===== src/rtl/boot_pkg.sv =====
// Shared types and widths for the boot/run sequencer.
package boot_pkg;

   localparam int BOOT_DEPTH = 256;
   localparam int W_ADDR     = $clog2(BOOT_DEPTH);
   localparam int W_CNT      = W_ADDR + 1;

   typedef enum logic [2:0] {
      S_IDLE,
      S_LOAD_LO,
      S_LOAD_HI,
      S_START,
      S_RUN,
      S_DUMP_RD,
      S_DUMP_OUT
   } boot_state_e;

endpackage


===== src/rtl/boot_ctrl_mux.sv =====
// Grant mux for the IRAM/DRAM ports: controller owns them except while the CPU runs.
module ram_port_mux
   import boot_pkg::*;
#(
   parameter int W_INSTR = 16,
   parameter int W_DATA  = 8
) (
   input  logic               grant_cpu_i,
   input  logic [W_ADDR-1:0]  ctrl_iram_addr_i,
   input  logic               ctrl_iram_we_i,
   input  logic [W_INSTR-1:0] ctrl_iram_din_i,
   input  logic [W_ADDR-1:0]  ctrl_dram_addr_i,
   input  logic               ctrl_dram_write_i,
   input  logic [W_DATA-1:0]  ctrl_dram_din_i,
   input  logic [W_ADDR-1:0]  cpu_iram_addr_i,
   input  logic [W_ADDR-1:0]  cpu_dram_addr_i,
   input  logic [W_DATA-1:0]  cpu_dram_din_i,
   input  logic               cpu_dram_write_i,
   output logic [W_ADDR-1:0]  iram_addr_o,
   output logic               iram_we_o,
   output logic [W_INSTR-1:0] iram_din_o,
   output logic [W_ADDR-1:0]  dram_addr_o,
   output logic               dram_write_o,
   output logic [W_DATA-1:0]  dram_din_o
);

   // The CPU never writes IRAM, so its write enable is forced low under grant.
   always_comb begin
      iram_din_o = ctrl_iram_din_i;
      if (grant_cpu_i) begin
         iram_addr_o  = cpu_iram_addr_i;
         iram_we_o    = 1'b0;
         dram_addr_o  = cpu_dram_addr_i;
         dram_write_o = cpu_dram_write_i;
         dram_din_o   = cpu_dram_din_i;
      end else begin
         iram_addr_o  = ctrl_iram_addr_i;
         iram_we_o    = ctrl_iram_we_i;
         dram_addr_o  = ctrl_dram_addr_i;
         dram_write_o = ctrl_dram_write_i;
         dram_din_o   = ctrl_dram_din_i;
      end
   end

endmodule


===== src/rtl/boot_ctrl.sv =====
// Boot sequencer: loads IRAM from the host stream, runs the CPU, then dumps DRAM.
module boot_ctrl
   import boot_pkg::*;
#(
   parameter int W_INSTR = 16,
   parameter int W_DATA  = 8,
   parameter int DEPTH   = 256
) (
   input  logic               clk,
   input  logic               rstn,
   input  logic               s_valid,
   output logic               s_ready,
   input  logic [W_DATA-1:0]  s_data,
   output logic               m_valid,
   input  logic               m_ready,
   output logic [W_DATA-1:0]  m_data,
   output logic               cpu_start,
   input  logic               cpu_idle,
   input  logic [W_ADDR-1:0]  cpu_iram_addr,
   input  logic [W_ADDR-1:0]  cpu_dram_addr,
   input  logic [W_DATA-1:0]  cpu_dram_din,
   input  logic               cpu_dram_write,
   output logic [W_ADDR-1:0]  iram_addr,
   output logic               iram_we,
   output logic [W_INSTR-1:0] iram_din,
   output logic [W_ADDR-1:0]  dram_addr,
   output logic               dram_write,
   output logic [W_DATA-1:0]  dram_din,
   input  logic [W_DATA-1:0]  dram_dout,
   output logic               busy,
   output logic               done
);

   localparam logic [W_CNT-1:0] LAST_ADDR = W_CNT'(DEPTH - 1);

   boot_state_e       state_q;
   logic [W_CNT-1:0]  k_q;
   logic [W_CNT-1:0]  n_q;
   logic [W_DATA-1:0] lo_q;
   logic              run_seen_q;
   logic              done_q;
   logic              s_xfer;
   logic              grant_cpu;

   assign s_ready   = (state_q == S_IDLE) || (state_q == S_LOAD_LO) || (state_q == S_LOAD_HI);
   assign s_xfer    = s_valid && s_ready;
   assign m_valid   = (state_q == S_DUMP_OUT);
   assign m_data    = dram_dout;
   assign cpu_start = (state_q == S_START);
   assign busy      = (state_q != S_IDLE);
   assign done      = done_q;
   assign grant_cpu = (state_q == S_START) || (state_q == S_RUN);

   always_ff @(posedge clk or negedge rstn) begin
      if (!rstn) begin
         state_q    <= S_IDLE;
         k_q        <= '0;
         n_q        <= '0;
         lo_q       <= '0;
         run_seen_q <= 1'b0;
         done_q     <= 1'b0;
      end else begin
         done_q <= 1'b0;
         case (state_q)
            S_IDLE: begin
               if (s_xfer) begin
                  // A zero count byte stands for a full 256-word image.
                  n_q     <= (s_data == '0) ? {1'b1, {W_ADDR{1'b0}}} : {1'b0, s_data};
                  k_q     <= '0;
                  state_q <= S_LOAD_LO;
               end
            end
            S_LOAD_LO: begin
               if (s_xfer) begin
                  lo_q    <= s_data;
                  state_q <= S_LOAD_HI;
               end
            end
            S_LOAD_HI: begin
               if (s_xfer) begin
                  if (k_q == n_q - 1'b1) begin
                     k_q     <= '0;
                     state_q <= S_START;
                  end else begin
                     k_q     <= k_q + 1'b1;
                     state_q <= S_LOAD_LO;
                  end
               end
            end
            S_START: begin
               run_seen_q <= 1'b0;
               state_q    <= S_RUN;
            end
            S_RUN: begin
               // First RUN cycle ignores a stale idle left over from the previous program.
               run_seen_q <= 1'b1;
               if (run_seen_q && cpu_idle) begin
                  k_q     <= '0;
                  state_q <= S_DUMP_RD;
               end
            end
            S_DUMP_RD: state_q <= S_DUMP_OUT;
            S_DUMP_OUT: begin
               if (m_ready) begin
                  if (k_q == LAST_ADDR) begin
                     done_q  <= 1'b1;
                     k_q     <= '0;
                     state_q <= S_IDLE;
                  end else begin
                     k_q     <= k_q + 1'b1;
                     state_q <= S_DUMP_RD;
                  end
               end
            end
            default: state_q <= S_IDLE;
         endcase
      end
   end

   ram_port_mux #(
      .W_INSTR (W_INSTR),
      .W_DATA  (W_DATA)
   ) u_mux (
      .grant_cpu_i       (grant_cpu),
      .ctrl_iram_addr_i  (k_q[W_ADDR-1:0]),
      .ctrl_iram_we_i    ((state_q == S_LOAD_HI) && s_valid),
      .ctrl_iram_din_i   ({s_data, lo_q}),
      .ctrl_dram_addr_i  (k_q[W_ADDR-1:0]),
      .ctrl_dram_write_i (1'b0),
      .ctrl_dram_din_i   ('0),
      .cpu_iram_addr_i   (cpu_iram_addr),
      .cpu_dram_addr_i   (cpu_dram_addr),
      .cpu_dram_din_i    (cpu_dram_din),
      .cpu_dram_write_i  (cpu_dram_write),
      .iram_addr_o       (iram_addr),
      .iram_we_o         (iram_we),
      .iram_din_o        (iram_din),
      .dram_addr_o       (dram_addr),
      .dram_write_o      (dram_write),
      .dram_din_o        (dram_din)
   );

endmodule


===== config.mk =====
export PLATFORM = sky130hd
export DESIGN_NAME = boot_ctrl
export DESIGN_NICKNAME = d
export VERILOG_FILES = /design/src/rtl/boot_pkg.sv /design/src/rtl/boot_ctrl_mux.sv /design/src/rtl/boot_ctrl.sv
export SDC_FILE = /design/constraint.sdc
export NUM_CORES = 1
export LEC_CHECK = 0
export ABC_AREA = 1
export ABC_CLOCK_PERIOD_IN_PS = 3600
export BUFFER_PORTS_ARGS = -buffer_cell sky130_fd_sc_hd__buf_2
export CAP_MARGIN = 25
export CORE_AREA = 3 3 79 81
export DETAILED_ROUTE_END_ITERATION = 10
export DIE_AREA = 0 0 82 84
export MAX_ROUTING_LAYER = met4
export PLACE_DENSITY_LB_ADDON = 0.1
export SLEW_MARGIN = 20
export SYNTH_ARGS = -nofsm -noshare
export SYNTH_HDL_FRONTEND = slang
export SYNTH_SLANG_ARGS = --single-unit

===== constraint.sdc =====
create_clock -name clk -period 3.6 [get_ports clk]
set_clock_uncertainty 0.2 [all_clocks]
set_input_delay 0.54 -clock clk [delete_from_list [all_inputs] [get_ports clk]]
set_output_delay 0.54 -clock clk [all_outputs]
set_load 0.02 [all_outputs]

==> key figures <==
Outcome
  • Status: completed

Synthesis
  • Synth Instances: 334
  • Post-synth EDFFs: 0
  • Post-synth top cells: 116 x nand2_1, 45 x inv_1, 33 x nor2_1, 31 x dfrtp_1
  • Largest family of logic cells by synthesized area: simple AND/OR/NAND/NOR gates
  • Synth Register Bits: 31
  • Post-synthesis mux area share: 0.496%
  • Synth unique cells: 31
  • Post-Synth XOR/XNOR Area: 4.63%
  • Post-synth ARST share: 100%
  • Mapped Area: 0.00227 mm^2
  • Post-Synth Adder-Cell Area: 2.20%
  • Syn_nets: 384
  • Sequential area share after synthesis: 34.1%
  • Count leader, synth: nand2_1
  • Post-synthesis simple-gate area fraction: 34.7%
  • Synth top area share: 34.1%
  • Post-synth top flop: dfrtp_1
  • Syn avg cell area: 6.80 um^2
  • Area contributors post-synth: dfrtp_1 34%, nand2_1 19%, inv_1 7.4%, buf_4 5.6%, nor2_1 5.5%
  • Ys Warns: 0
  • Compound-Gate Fraction of Synth Area: 7.05%
  • Cell taking the most area after synthesis: dfrtp_1

Timing
  • Fin. Hold Viols: 0
  • Slew @ Worst Pin: 0.686 ns
  • Peak Freq: 0.387 GHz
  • Setup_tns: 0 ns
  • Fin. max-slew vios: 0
  • Fin crit share: 71.7%
  • RSZ-0062 raised after global routing: no
  • Post-route minimum period: 2.58 ns
  • Rel. slew slack: 54.3%
  • Final setup vio count: 0

Flow run
  • Max-Cap Viols: 0

Layout
  • Layout cells sized above 1: 28.8%
  • Inserted Diodes: 0
  • Layout Nets: 452
  • Synthesis-to-finish area growth: 19.6%
  • Layout filler cell count: 593

Clock network
  • CTS root buffer: clkbuf_8
  • Skew-Pair Late Insertion Delay: 0.28 ns
  • Maximum root-to-sink buffer count: 2
  • CTS tree: yes
  • # hold bufs at CTS: 0
  • H-tree Lvls: 2
  • CTS Buf Count: 5
  • Clock tree sinks: 31
  • Post-CTS setup buffers: 0
  • Reg clk slew, reported paths: 0.07 ns
  • Post-CTS Resized: 0

Floorplanning
  • Core Footprint: 0.00554 mm^2
  • # rows: 27
  • Die height: 84 um
  • Effective utilization at floorplan: 41.0%
  • Chip Width: 82 um
  • Die area: 0.00689 mm^2
  • I/O pin count: 101

Routing
  • 1st-pass router iterations: 4
  • Number of DRC markers in iteration 0: 143
  • DR vias: 2142
  • DRT Wirelength: 5060 um
  • DRC Markers: 0
  • Remaining antenna violation count: 0
  • Vias/cell: 4.51
  • Post-DR wirelength/cell: 10.7 um

Global route
  • Initial antenna violation count: 0
  • Vias in the first global route: 1906
  • GRT Overall Usage: 15.6%
  • Global-route congestion overflow total: 0
  • Pin count of the biggest net entering global routing: 32
  • Global-route wire length before repair: 8360 um

Pwr
  • Leakage: 1.60 nW
  • Total power: 2.11 mW
  • Peak VDD IR: 0.317 mV
  • PD cells: 776 mW/mm^2

Setup path
  • Reg2Reg Depth: 13
  • WS Path Type: reg -> out
  • Crit. End Element: primary output
  • Slowest CP cell: dfrtp_1
  • Worst-path cell chain: inv_1, nor3_1, inv_1, nand2_4, inv_4, nand2_1, nand2_1, buf_2
  • Reg2Reg Setup Slack: 1.39 ns
  • Crit-path leading delay family: simple AND/OR/NAND/NOR gates
  • Critical Path AT: 1.84 ns
  • CP bufs+invs: 4
  • Worst r2r dst: state_q[0]
  • Nature of the critical path startpoint: flop
  • Delay of the slowest critical-path stage: 0.43 ns
  • Crit path max fanout: 17
  • Worst R2R Start: k_q[0]
  • Critical Path RT: 2.86 ns

Placed design
  • Final Wtd Congestion: 0.882
  • PortBufs: 84
  • Detailed placement HPWL: 4050 um

Min path
  • Tightest Hold Check Type: in -> async
## kinds of logic after synthesis
logic type	Yosys count
XOR/XNOR	12
buffers and inverters	75
flip-flops	31
AO/OA/AOI/OAI	28
AND/OR/NAND/NOR	183
adder cells (fa/ha/maj)	4
multiplexers	1
## worst max path at each step
stage / startpoint / endpoint / slack (ns) / cells after the start
detailed placement: state_q[2] / iram_addr[1] / 1.32 / 8
global route: state_q[2] / dram_addr[2] / 0.80 / 8
floorplan: state_q[0] / dram_din[0] / 1.24 / 7
global placement: state_q[2] / iram_addr[0] / 1.34 / 8
CTS: state_q[2] / iram_addr[1] / 1.01 / 8
finish: state_q[2] / iram_addr[1] / 1.02 / 8
## sequential cells by signal, summed over array words and instances, names as in the netlist
name	flops
state_q	3
k_q	9
n_q	9
lo_q	8
run_seen_q	1
done	1
## area by class of cell
type	instances	area [um^2]	share of cell area, %
Clock buffer	6	82.6	3.04
Tap cell	72	90.1	3.31
Timing Repair Buffer	84	420	15.5
Multi-Input combinational cell	228	1110	41.0
Sequential cell	31	776	28.5
Inverter	52	199	7.32
Clock inverter	2	35.0	1.29
## per-layer routing
layer  GRT usage [%]  vias to the layer above  share of wire [%]
met1            19.8                      915                 46
met4            4.08                        0                1.2
met3            3.89                        4                 10
met2            24.6                       87                 43
met5               -                        -                  0
li1                -                     1136                  -
## per-stage QoR
stage | hold WS (ns) | cell area, um^2 | cells | util (%) | worst slack, ns
after floorplan | 0.0444 | 2270 | 334 | - | 1.24
after global placement | 0.262 | 2600 | 467 | 46.9 | 1.34
after detailed placement | 0.263 | 2600 | 467 | 46.9 | 1.32
after CTS | 0.124 | 2720 | 475 | 49.1 | 1.01
after global routing | 0.150 | 2720 | 475 | 49.1 | 0.797
final | 0.100 | 2720 | 475 | 49.1 | 1.02
## placed cells by master (no fill, tap or decap), types with 4 or more instances in the layout
cell	Yosys	routed
buf_2	2	84
clkbuf_8	0	6
dfrtp_1	31	31
ha_1	4	4
inv_1	45	45
inv_2	5	5
nand2_1	116	116
nand3_1	13	13
nor2_1	33	33
nor2_2	4	4
nor3_1	4	4
nor3_2	5	5
o21ai_0	17	17
xor2_1	9	9
## power by group
| group | internal, mW | leakage [nW] | switching [mW] |
|---|---|---|---|
| Clock | 0.224 | 0.0612 | 0.134 |
| Combinational | 0.383 | 1.14 | 0.801 |
| Sequential | 0.460 | 0.400 | 0.109 |
(Power assumes the default switching activity.)
